===== config.mk =====
export PLATFORM = sky130hd
export DESIGN_NAME = latency_credit_fifo
export DESIGN_NICKNAME = d
export VERILOG_FILES = /design/src/rtl/latency_credit_fifo.sv
export SDC_FILE = /design/constraint.sdc
export NUM_CORES = 1
export LEC_CHECK = 0
export CAP_MARGIN = 0
export CORE_UTILIZATION = 51
export DETAILED_ROUTE_END_ITERATION = 10
export PLACE_DENSITY = 0.78
export SLEW_MARGIN = 20
export SYNTH_ARGS = -nofsm -noshare
export SYNTH_HDL_FRONTEND = slang
export SYNTH_SLANG_ARGS = --single-unit

===== constraint.sdc =====
create_clock -name clk -period 2.5 [get_ports clk]
set_input_delay 0.5 -clock clk [delete_from_list [all_inputs] [get_ports clk]]
set_output_delay 0.5 -clock clk [all_outputs]
set_load 0.01 [all_outputs]

===== src/rtl/latency_credit_fifo.sv =====
// Credit-gated output FIFO behind a fixed-latency, non-stallable pipeline.
// Optional protocol checker: define LATENCY_CREDIT_FIFO_ERR_CHECK_EN to build the sticky err logic.
module latency_credit_fifo #(
    parameter int unsigned BITWIDTH     = 8,
    parameter int unsigned PIPE_LATENCY = 4,
    parameter int unsigned DEPTH        = 8
) (
    input  logic                         clk,
    input  logic                         rst,
    input  logic                         issue_req,
    output logic                         issue_grant,
    input  logic                         pipe_valid,
    input  logic [BITWIDTH-1:0]          pipe_data,
    output logic                         out_valid,
    input  logic                         out_ready,
    output logic [BITWIDTH-1:0]          out_data,
    output logic [$clog2(DEPTH+1)-1:0]   level,
    output logic [$clog2(DEPTH+1)-1:0]   credits,
    output logic                         err
);

    localparam int unsigned LW = $clog2(DEPTH + 1);
    localparam int unsigned PW = $clog2(DEPTH);
    localparam int unsigned BW = $clog2(PIPE_LATENCY + 1);

    localparam logic [LW-1:0] DepthL    = LW'(DEPTH);
    localparam logic [LW-1:0] OneL      = LW'(1);
    localparam logic [PW-1:0] OneP      = PW'(1);
    localparam logic [BW-1:0] BlankInit = BW'(PIPE_LATENCY);
    localparam logic [BW-1:0] OneB      = BW'(1);

    logic [BITWIDTH-1:0] mem_q [DEPTH];

    logic [PW-1:0] wr_ptr_q, wr_ptr_d;
    logic [PW-1:0] rd_ptr_q, rd_ptr_d;
    logic [LW-1:0] level_q, level_d;
    logic [LW-1:0] credits_q, credits_d;
    logic [BW-1:0] blank_q, blank_d;

    logic blanked;
    logic issue;
    logic pop;
    logic accept;
    logic full;
    logic push;

    // Results of items issued before reset are still in the pipe; hide them until they drain.
    assign blanked     = (blank_q != '0);
    assign issue_grant = (credits_q != '0) && !blanked;
    assign issue       = issue_req && issue_grant;

    assign out_valid = (level_q != '0);
    assign out_data  = mem_q[rd_ptr_q];
    assign level     = level_q;
    assign credits   = credits_q;

    assign pop    = out_valid && out_ready;
    assign accept = pipe_valid && !blanked;
    assign full   = (level_q == DepthL);
    // A simultaneous pop frees the slot, so a push on a full FIFO is legal then.
    assign push   = accept && (!full || pop);

    always_comb begin
        credits_d = credits_q;
        if (issue && !pop) begin
            credits_d = credits_q - OneL;
        end else if (pop && !issue) begin
            credits_d = credits_q + OneL;
        end
    end

    always_comb begin
        level_d = level_q;
        if (push && !pop) begin
            level_d = level_q + OneL;
        end else if (pop && !push) begin
            level_d = level_q - OneL;
        end
    end

    always_comb begin
        wr_ptr_d = wr_ptr_q;
        rd_ptr_d = rd_ptr_q;
        blank_d  = blank_q;
        if (push) begin
            wr_ptr_d = wr_ptr_q + OneP;
        end
        if (pop) begin
            rd_ptr_d = rd_ptr_q + OneP;
        end
        if (blanked) begin
            blank_d = blank_q - OneB;
        end
    end

    always_ff @(posedge clk or negedge rst) begin
        if (!rst) begin
            wr_ptr_q  <= '0;
            rd_ptr_q  <= '0;
            level_q   <= '0;
            credits_q <= DepthL;
            blank_q   <= BlankInit;
        end else begin
            wr_ptr_q  <= wr_ptr_d;
            rd_ptr_q  <= rd_ptr_d;
            level_q   <= level_d;
            credits_q <= credits_d;
            blank_q   <= blank_d;
        end
    end

    // Storage carries no reset; out_data is only meaningful while out_valid is high.
    always_ff @(posedge clk) begin
        if (push) begin
            mem_q[wr_ptr_q] <= pipe_data;
        end
    end

`ifdef LATENCY_CREDIT_FIFO_ERR_CHECK_EN
    logic [LW-1:0] inflight_q, inflight_d;
    logic          err_q, err_d;
    logic          err_full;
    logic          err_orphan;
    logic          err_issue;

    assign err_full   = accept && full && !pop;
    assign err_orphan = accept && (inflight_q == '0);
    // Cannot fire while issue is gated by grant; kept so a broken gate is flagged.
    assign err_issue  = issue && !issue_grant;

    always_comb begin
        inflight_d = inflight_q;
        if (issue && !(accept && inflight_q != '0)) begin
            inflight_d = inflight_q + OneL;
        end else if (!issue && accept && inflight_q != '0) begin
            inflight_d = inflight_q - OneL;
        end
        err_d = err_q || err_full || err_orphan || err_issue;
    end

    always_ff @(posedge clk or negedge rst) begin
        if (!rst) begin
            inflight_q <= '0;
            err_q      <= 1'b0;
        end else begin
            inflight_q <= inflight_d;
            err_q      <= err_d;
        end
    end

    assign err = err_q;
`else
    assign err = 1'b0;
`endif

endmodule


==> qor.txt <==
Status -> completed
RR Startpoint -> level[0]
Leak pwr -> 1.674 nW
Register bit count reported by yosys -> 81
Setup violators final -> 0
Crit end category -> flop
PnR worst setup slack -> 0.04597 ns
Seq/Total Area, Yosys -> 65.14%
Setup crit start -> level[0]
Vias post-DR -> 2074
CP Max Fanout -> 3
Yosys top cell area share -> 53.28%
Area leader, netlist -> edfxtp_1
Most frequent cells in the layout -> edfxtp_1, buf_4, clkdlybuf4s50_1
Max-Cap Viols -> 0
Area grow syn2layout -> 27.09%
Total gr overflow -> 0
Vias in the first global route -> 2149
Reg2Reg Depth -> 7
Initial Util -> 52.80%
Max frequency -> 407.5 MHz
GPL Wtd Cong -> 0.7405
Core area -> 6832 sq um
Cell area after synthesis -> 3607 sq um
Root buffer cell -> clkbuf_8
Worst min path class -> in2async
Antenna-violating nets left -> 0
Final #Nets -> 306
Via density -> 5.429
Post-synth cell types -> 39
Maximum VDD drop -> 0.0007065 V
R2R Setup Slk -> 0.05 ns
Full die area -> 7413 sq um
Final hold viol count -> 0
Avg Cell Area, Syn -> 17.68 sq um
WP data required -> 2.76 ns
Hold-fix buffers at CTS -> 0
Largest net degree at the start of global routing -> 18
Slew @ Worst Pin -> 0.5910 ns
Initial antenna violation count -> 0
R2r endpoint -> credits[3]
H-tree levels -> 3
Final Max Tran Viols -> 0
Top cells by area, synth -> edfxtp_1, mux4_1, dfrtp_1
Drt total wl -> 6918 microns
Clock-pin slew on the worst setup and hold paths -> 0.08 ns
IO Pins -> 32
Port bufs -> 30
CTS tree -> done
Fill cells -> 499
Clock Latency Late Sink -> 0.34 ns
Clock skew -> 0.007698 ns
Syn Nets -> 229
Slew headroom -> 60.23%
Yosys warns -> 0
Setup TNS Final -> 0 ns
Final min period -> 2.454 ns
WL/cell -> 18.11 microns
Tcrit/Tclk final -> 98.16%
Diodes inserted -> 0
Pre-CTS setup slack -> -0.2183 ns
Total power divided by cell area -> 1154 nW/um^2
Total power -> 5.288 mW
RSZ-0062 raised after global routing -> yes
DP HPWL -> 4558 microns
Inserted Clock Buffers -> 9
Die extent in y -> 86.10 microns
Synth Instances -> 204
Chip width -> 86.10 microns
Clock Sinks -> 81
Critical path arrival -> 2.71 ns
CP startpoint kind -> flop
CTS max path bufs -> 2
CP Class -> reg2reg
Most common cell after layout, fill and taps aside -> edfxtp_1
Initial DRT Pass Iterations -> 4
Initial DRC count -> 137
Placement Rows -> 30
Total GRT Usage -> 20.41%
First-pass GRT wire length -> 10870 microns
Fraction of layout cells with a size suffix above 1 -> 38.81%
DRC Markers -> 0
## critical path, cell delays in order (launching register included)
cell	delay, ns
dfrtp_2	0.42
or4_4	0.57
nand2_4	0.11
ha_4	0.14
ha_1	0.23
or4b_2	0.66
o311ai_1	0.13
o211ai_1	0.12
## through the flow
| step | util (%) | instance area, sq um | cells | hold slack, ns |
|---|---|---|---|---|
| floorplan | - | 3652 | 204 | 0.2044 |
| CTS | 67.34 | 4601 | 381 | 0.4798 |
| global route | 67.11 | 4584 | 382 | 0.4803 |
| global placement | 63.57 | 4343 | 361 | 0.5137 |
| finish | 67.11 | 4584 | 382 | 0.4840 |
| detailed placement | 63.57 | 4343 | 361 | 0.5350 |
## report_power, final
part	switching, mW	internal (mW)
logic	0.967	1.32
registers	0.202	1.75
clock network	0.482	0.573
## logic make-up (layout without fill, tap and decap cells)
logic type | Yosys count | after routing | synth area share, %
AO/OA/AOI/OAI | 16 | 16 | 3.122
adder cells (fa/ha/maj) | 12 | 12 | 4.579
XOR/XNOR | 9 | 9 | 2.185
buffers and inverters | 16 | 98 | 2.497
other | 1 | 1 | 0.1040
flip-flops | 81 | 81 | 65.14
AND/OR/NAND/NOR | 38 | 38 | 6.105
multiplexers | 31 | 31 | 16.27
## metal layers
metal / track usage [%] / part of all wire (%) / vias up
met1: 26.91 / 43 / 1048
met3: 4.331 / 5.1 / 7
met4: 8.182 / 1.1 / 0
met2: 33.33 / 50 / 62
met5: 0 / 0 / -
li1: - / - / 957
## final cells by class
type / instances / area (sq um) / share of cell area (%)
sequential: 81 / 2352 / 51.31
multi-input combinational: 107 / 1191 / 25.98
timing repair buffer: 74 / 665.6 / 14.52
clock buffer: 9 / 123.9 / 2.702
tap: 96 / 120.1 / 2.620
clock inverter: 7 / 101.3 / 2.211
inverter: 8 / 30.03 / 0.6550
## sequential cells by signal, summed over array words and instances (netlist names)
| signal | flops |
|---|---|
| mem_q | 64 |
| blank_q | 3 |
| wr_ptr_q | 3 |
| level | 4 |
| credits | 4 |
| rd_ptr_q | 3 |
## worst max-delay path by stage
| stage | end | slack [ns] | cells past startpoint |
|---|---|---|---|
| 2_1_floorplan | credits[3] | -0.03 | 7 |
| 3_3_place_gp | level[3] | -0.13 | 10 |
| 3_5_place_dp | level[3] | -0.22 | 10 |
| 4_1_cts | out_data[3] | -0.02 | 5 |
| 5_1_grt | credits[3] | -0.04 | 10 |
| 6_report | credits[3] | 0.05 | 7 |
## timing repair
item / CTS / global route
endpoints found under the setup margin: 8 / 9
gates cloned: 1 / 1
hold endpoints to repair: 0 / 0
buffers inserted: 3 / 1
pin swaps: 0 / 1
resized for setup: 29 / 25
## Yosys cell counts (all sizes together)
cell type	n
a21oi	5
nand3b	1
nor2	6
edfxtp	64
buf	6
inv	8
o21ai	3
ha	10
or4	2
nand2b	4
mux4	16
mux2i	2
conb	1
mux2	13
nand3	5
nand2	5
and3b	1
xnor2	8
nor3b	3
nor4	2
o211ai	5
or3	2
o311ai	1
nor3	5
clkbuf	2
dfstp	2
or4b	1
a2111o	2
dfrtp	15
xor2	1
and2	1
fa	2
No activity file was read; power rests on OpenSTA's default activity.
